$ cat src/rtl/alu_rrr_sequencer.sv
// rtl/alu_rrr_sequencer.sv - fetch/decode/execute control sequencer for 3-register ALU instructions
//
// Purpose: steps a single-bus datapath through T0..T5 for register-register-register ALU
// instructions (ADD/SUB/AND/OR/SHR/SHL). Illegal opcodes or out-of-range register fields
// park the sequencer in HALT until reset.
//
// Ports:
//   Clock, Reset          sole clock; synchronous active-high reset
//   Start, Stop           begin execution from IDLE / halt at the next instruction boundary
//   MemReady              memory read data valid (only honoured when SEQ_MEM_WAIT_EN is defined)
//   IR[DATA_W-1:0]        instruction: opcode on top, then Ra, Rb, Rc fields of REG_W bits
//   PCout..Read           single-bit datapath controls
//   Rin, Rout             one-hot register write / bus-drive enables
//   ALU_op                opcode presented to the ALU (zero outside T4)
//   Busy, Done, Illegal   status
//
// Configuration macro: SEQ_MEM_WAIT_EN - when defined, T1 waits for MemReady.

module alu_rrr_sequencer #(
  parameter int DATA_W   = 32,
  parameter int NUM_REGS = 16,
  parameter int OPC_W    = 5
) (
  input  logic                Clock,
  input  logic                Reset,
  input  logic                Start,
  input  logic                Stop,
  input  logic                MemReady,
  input  logic [DATA_W-1:0]   IR,
  output logic                PCout,
  output logic                Zlowout,
  output logic                MDRout,
  output logic                MARin,
  output logic                Zin,
  output logic                PCin,
  output logic                MDRin,
  output logic                IRin,
  output logic                Yin,
  output logic                IncPC,
  output logic                Read,
  output logic [NUM_REGS-1:0] Rin,
  output logic [NUM_REGS-1:0] Rout,
  output logic [OPC_W-1:0]    ALU_op,
  output logic                Busy,
  output logic                Done,
  output logic                Illegal
);

  localparam int REG_W = $clog2(NUM_REGS);
  localparam int RA_HI = DATA_W - OPC_W - 1;
  localparam int RB_HI = RA_HI - REG_W;
  localparam int RC_HI = RB_HI - REG_W;
  localparam int LO_HI = RC_HI - REG_W;
  localparam logic [REG_W:0] NREG = (REG_W+1)'(NUM_REGS);

  localparam logic [OPC_W-1:0] OP_ADD = OPC_W'(5'b00011);
  localparam logic [OPC_W-1:0] OP_SUB = OPC_W'(5'b00100);
  localparam logic [OPC_W-1:0] OP_AND = OPC_W'(5'b00101);
  localparam logic [OPC_W-1:0] OP_OR  = OPC_W'(5'b00110);
  localparam logic [OPC_W-1:0] OP_SHR = OPC_W'(5'b00111);
  localparam logic [OPC_W-1:0] OP_SHL = OPC_W'(5'b01000);

  typedef enum logic [2:0] {
    S_IDLE, S_T0, S_T1, S_T2, S_T3, S_T4, S_T5, S_HALT
  } state_t;

  state_t state_q, state_d;
  logic   t1_first_q;

  logic [OPC_W-1:0] opc;
  logic [REG_W-1:0] ra, rb, rc;
  logic             opc_legal;
  logic             regs_ok;
  logic             instr_ok;
  logic             unused_bits;

  assign opc = IR[DATA_W-1 -: OPC_W];
  assign ra  = IR[RA_HI -: REG_W];
  assign rb  = IR[RB_HI -: REG_W];
  assign rc  = IR[RC_HI -: REG_W];

`ifdef SEQ_MEM_WAIT_EN
  assign unused_bits = ^IR[LO_HI:0];
`else
  assign unused_bits = ^{IR[LO_HI:0], MemReady};
`endif

  always_comb begin
    opc_legal = 1'b0;
    case (opc)
      OP_ADD, OP_SUB, OP_AND, OP_OR, OP_SHR, OP_SHL: opc_legal = 1'b1;
      default:                                       opc_legal = 1'b0;
    endcase
  end

  // Field range only matters when NUM_REGS is not a power of two.
  assign regs_ok  = ({1'b0, ra} < NREG) && ({1'b0, rb} < NREG) && ({1'b0, rc} < NREG);
  assign instr_ok = opc_legal && regs_ok;

  function automatic logic [NUM_REGS-1:0] reg_sel(input logic [REG_W-1:0] r);
    reg_sel = NUM_REGS'(1) << r;
  endfunction

  always_ff @(posedge Clock) begin
    if (Reset) begin
      state_q    <= S_IDLE;
      t1_first_q <= 1'b0;
    end else begin
      state_q    <= state_d;
      // Marks the entry cycle of T1 so PC update happens once even when T1 stretches.
      t1_first_q <= (state_d == S_T1) && (state_q != S_T1);
    end
  end

  always_comb begin
    state_d = state_q;
    PCout   = 1'b0;
    Zlowout = 1'b0;
    MDRout  = 1'b0;
    MARin   = 1'b0;
    Zin     = 1'b0;
    PCin    = 1'b0;
    MDRin   = 1'b0;
    IRin    = 1'b0;
    Yin     = 1'b0;
    IncPC   = 1'b0;
    Read    = 1'b0;
    Rin     = '0;
    Rout    = '0;
    ALU_op  = '0;
    Busy    = 1'b0;
    Done    = 1'b0;
    Illegal = 1'b0;
    case (state_q)
      S_IDLE: begin
        if (Start && !Stop) state_d = S_T0;
      end
      S_T0: begin
        Busy    = 1'b1;
        PCout   = 1'b1;
        MARin   = 1'b1;
        IncPC   = 1'b1;
        Zin     = 1'b1;
        state_d = S_T1;
      end
      S_T1: begin
        Busy    = 1'b1;
        Read    = 1'b1;
        MDRin   = 1'b1;
        PCin    = t1_first_q;
        Zlowout = t1_first_q;
`ifdef SEQ_MEM_WAIT_EN
        if (MemReady) state_d = S_T2;
`else
        state_d = S_T2;
`endif
      end
      S_T2: begin
        Busy    = 1'b1;
        MDRout  = 1'b1;
        IRin    = 1'b1;
        state_d = S_T3;
      end
      S_T3: begin
        Busy = 1'b1;
        if (instr_ok) begin
          Rout    = reg_sel(rb);
          Yin     = 1'b1;
          state_d = S_T4;
        end else begin
          state_d = S_HALT;
        end
      end
      S_T4: begin
        Busy    = 1'b1;
        Rout    = reg_sel(rc);
        Zin     = 1'b1;
        ALU_op  = opc;
        state_d = S_T5;
      end
      S_T5: begin
        Busy    = 1'b1;
        Zlowout = 1'b1;
        Rin     = reg_sel(ra);
        Done    = 1'b1;
        state_d = Stop ? S_IDLE : S_T0;
      end
      S_HALT: begin
        Illegal = 1'b1;
      end
      default: state_d = S_IDLE;
    endcase
  end

endmodule

$ cat config.mk
export PLATFORM = sky130hd
export DESIGN_NAME = alu_rrr_sequencer
export DESIGN_NICKNAME = d
export VERILOG_FILES = /design/src/rtl/alu_rrr_sequencer.sv
export SDC_FILE = /design/constraint.sdc
export NUM_CORES = 1
export LEC_CHECK = 0
export ABC_AREA = 1
export CORE_UTILIZATION = 32
export CTS_CLUSTER_DIAMETER = 50
export CTS_CLUSTER_SIZE = 10
export DETAILED_ROUTE_END_ITERATION = 10
export PLACE_DENSITY = 0.82
export SKIP_LAST_GASP = 1
export SYNTH_ARGS = -nofsm -noshare
export SYNTH_HDL_FRONTEND = slang
export SYNTH_SLANG_ARGS = --single-unit
$ cat constraint.sdc
create_clock -name Clock -period 2.2 [get_ports Clock]
set_clock_uncertainty 0.1 [all_clocks]
set_input_delay 0.44 -clock Clock [delete_from_list [all_inputs] [get_ports Clock]]
set_output_delay 0.44 -clock Clock [all_outputs]
set_load 0.1 [all_outputs]
==> flow_metrics.py, run 1 <==
metrics = {
    "logic_synthesis": {
        "synth-edff-count": 0,
        "yosysMostFrequentCell": "nand2_1",
        "seq_area_frac_synth_pct": 8.86,
        "yosysTopAreaCellShare_pct": 24.9,
        "synth_commonest_cells": "60 x nand2_1, 36 x nor2_1, 22 x inv_1, 18 x nand3_1, 10 x nor2_2",
        "syn_area_um2": 903,
        "yosys_most_used_dff": "dfxtp_1",
        "yosys_warnings": 0,
        "synthesis.nets": 221,
        "synth_area_leaders": "nand2_1 25%, nor2_1 15%, nand3_1 10%, inv_1 9.1%, dfxtp_1 8.9%",
        "async_flop_share_pct": 0,
        "ys_ff_latch": 4,
        "synth_cell_type_count": 17,
        "avgSynthCellArea_um2": 4.91,
        "synth_top_area_cell": "nand2_1",
        "synthCells": 184,
    },
    "die": {
        "ios": 88,
        "die_height_um": 55.1,
        "die_w_um": 55.1,
        "start_util_pct": 35.2,
        "row_count": 18,
    },
    "run_status": {
        "error": "[ERROR DPL-0038] Utilization greater than 100%, impossible to legalize",
        "stop_stage": "3_5_place_dp",
        "outcome": "stopped before the end",
    },
    "placement": {
        "gp_congestion": 0.870,
        "io_buffers": 71,
    },
}
==> cells by family after synthesis <==
family                 after synthesis  synth area share (%)
AND/OR/NAND/NOR                    139                  68.8
flip-flops                           4                  8.86
AO/OA/AOI/OAI                        8                  4.43
buffers and inverters               33                  17.9
==> stage by stage <==
stage | cell area [um^2] | cells | hold WS [ns] | TNS, ns
2_1_floorplan | 1380 | 184 | 0.399 | -2.88
3_3_place_gp | 2760 | 302 | 0.451 | -3.36
==> inputs of run 2 (changes only) <==
--- a/config.mk
+++ b/config.mk
@@ -6,11 +6,10 @@
 export NUM_CORES = 1
 export LEC_CHECK = 0
 export ABC_AREA = 1
-export CORE_UTILIZATION = 32
-export CTS_CLUSTER_DIAMETER = 50
-export CTS_CLUSTER_SIZE = 10
+export CORE_AREA = 2 2 63 65
 export DETAILED_ROUTE_END_ITERATION = 10
-export PLACE_DENSITY = 0.82
+export DIE_AREA = 0 0 65 67
+export PLACE_DENSITY_LB_ADDON = 0.15
 export SKIP_LAST_GASP = 1
 export SYNTH_ARGS = -nofsm -noshare
 export SYNTH_HDL_FRONTEND = slang
==> flow_metrics.py, run 2 <==
metrics = {
    "logic_synthesis": {
        "synth_commonest_cells": "60 x nand2_1, 36 x nor2_1, 22 x inv_1, 18 x nand3_1, 10 x nor2_2",
        "synth_cell_type_count": 17,
        "synthesis.nets": 221,
        "async_flop_share_pct": 0,
        "yosysTopAreaCellShare_pct": 24.9,
        "avgSynthCellArea_um2": 4.91,
        "yosysMostFrequentCell": "nand2_1",
        "synth_top_area_cell": "nand2_1",
        "yosys_most_used_dff": "dfxtp_1",
        "yosys_warnings": 0,
        "seq_area_frac_synth_pct": 8.86,
        "synthCells": 184,
        "synth_area_leaders": "nand2_1 25%, nor2_1 15%, nand3_1 10%, inv_1 9.1%, dfxtp_1 8.9%",
        "ys_ff_latch": 4,
        "syn_area_um2": 903,
        "synth-edff-count": 0,
    },
    "layout": {
        "diodes": 0,
        "final_util_pct": 96.1,
        "layout_common_cells": "55 x buf_12, 38 x buf_4, 31 x nor2_4, 24 x nand2_8, 17 x nand2_2",
        "regArea_um2": 88.8,
        "multi_input_area_um2": 1480,
        "num-nets-final": 338,
        "fin_area_um2": 3460,
        "area_growth_pct": 284,
        "nFillCells": 71,
        "top_regs": "state_q (3), t1_first_q (1)",
        "final_common_cell": "buf_12",
        "largest_reg_flops": 3,
        "drive_gt1_share_pct": 81.0,
        "top_register": "state_q",
    },
    "placement": {
        "gp_congestion": 0.872,
        "postPlaceCellArea_um2": 2800,
        "dp_hpwl_mm": 3.46,
        "io_buffers": 71,
    },
    "timing": {
        "setup_violations": 18,
        "slew_viol_final": 0,
        "slew-limit-headroom_pct": 76.0,
        "min_period_ns": 2.28,
        "period_share_pct": 104,
        "max_freq_mhz": 438,
        "rsz0062_at_grt": "yes",
        "hold_ws_ns": 0.546,
        "hold_viol": 0,
        "setup_tns_ns": -0.781,
        "worst_pin_slew_ns": 0.359,
        "setup_ws_ns": -0.0848,
    },
    "hold_path": {
        "min_path_type": "register to register",
    },
    "route": {
        "routed-via-count": 1923,
        "ant_nets": 0,
        "drt_first_pass_iters": 4,
        "via_per_inst": 5.53,
        "drtIter0Drc": 142,
        "drc_errors": 0,
        "routedWlPerCell_um": 23.5,
        "wirelength_mm": 8.18,
    },
    "run_status": {
        "outcome": "complete, but fails checks",
        "violations": "negative setup slack",
    },
    "die": {
        "die_height_um": 67,
        "start_util_pct": 25.1,
        "row_count": 22,
        "die_w_um": 65,
        "die_area_um2": 4360,
        "core_area_um2": 3610,
        "ios": 88,
    },
    "critical_path": {
        "cp_max_fo": 8,
        "worstSetupPathType": "input pin to primary output",
        "cp-start-kind": "input pin",
        "slowest_delay_ns": 0.20,
        "worstPathArrival_ns": 1.74,
        "worst_path_most_repeated_cell": "nand2_8",
        "crit_chain": "buf_2 > nand2_1 > a21oi_2 > nand2_2 > nor2_4 > buf_6 > buf_16 > nand2_8 > nand2_8 > buf_12",
        "cp-end-kind": "primary output",
        "cp_slowest_cell": "buf_16",
        "cp_top_family": "buffers and inverters",
        "cp.buffers_inverters": 4,
        "worstPathRequired_ns": 1.66,
    },
    "cts": {
        "path_clk_slew_ns": 0.04,
        "cts_tree": "done",
        "cts_root_buf": "clkbuf_8",
        "numCtsBuffers": 3,
        "cts_max_level": 1,
        "cts.sink_count": 4,
        "postCtsHoldBufs": 0,
        "clk_path_buf_depth": 2,
        "clkLatencyLatePin_ns": 0.22,
    },
    "global_route": {
        "grt.total_usage_pct": 29.8,
        "antenna_found_initial": 0,
        "grt.overflow.total": 0,
        "grt_pass1_wl_mm": 9.87,
        "grt_max_degree": 9,
        "grt_pass1_vias": 1930,
    },
    "pwr": {
        "p_per_area_nw_per_um2": 244,
        "ir_worst_vdd_uv": 205,
        "p_leak_uw": 0.00142,
        "finalPower_uw": 845,
    },
    "run": {
        "drv_cap": 0,
    },
}
-- run 2: report_power, final --
group / internal, uW / total [uW] / switching, uW / leakage [uW]
sequential: 80.8 / 93.6 / 12.8 / 0.0000345
combinational: 200 / 581 / 381 / 0.00136
clock: 124 / 170 / 45.6 / 0.0000228
-- run 2: through the flow --
step,worst slack (ns),cells
6_report,-0.0848,348
5_1_grt,-0.122,348
4_1_cts,0.00368,340
3_5_place_dp,-0.243,323
3_3_place_gp,-0.231,323
2_1_floorplan,-0.318,184
-- run 2: logic make-up after synthesis --
logic type	Yosys count	synth area share [%]
AND/OR/NAND/NOR	139	68.8
buffers and inverters	33	17.9
AO/OA/AOI/OAI	8	4.43
flip-flops	4	8.86
-- run 2: what timing repair did --
action,4_1_cts,5_1_grt
gates cloned,2,0
buffers inserted,11,8
gates resized for setup,116,25
setup endpoints to repair,18,32
endpoints found under the hold margin,0,0
pin swaps,14,8
-- run 2: cell type report --
type                       count  area share, %
clock buffer                   4           1.30
inverter                      25           3.21
multi-input combinational    147           42.6
sequential                     4           2.56
tap                           48           1.73
timing repair buffer         120           48.6
-- run 2: tightest hold or removal path: stages (launching register included) --
cell	delay [ns]
dfxtp_4	0.34
nand2_4	0.09
buf_4	0.10
a21oi_1	0.06
-- run 2: metal layers --
metal  track usage (%)  up-vias  wire length, um
li1                  -      797                -
met1              29.7      905             2630
met2              61.0      157             4240
met3              4.22       64              552
met4              11.7        0              751
met5                 0        -                0
-- run 2: worst paths after layout --
kind	slack, ns	end	startpoint	depth (start not counted)
max	-0.08	Rout[1]	IR[27]	10
min	0.55	state_q[2]	state_q[2]	3
max reg2reg	0.60	state_q[0]	state_q[2]	6
min reg2reg	0.55	state_q[2]	state_q[2]	3
(Power assumes the default switching activity.)
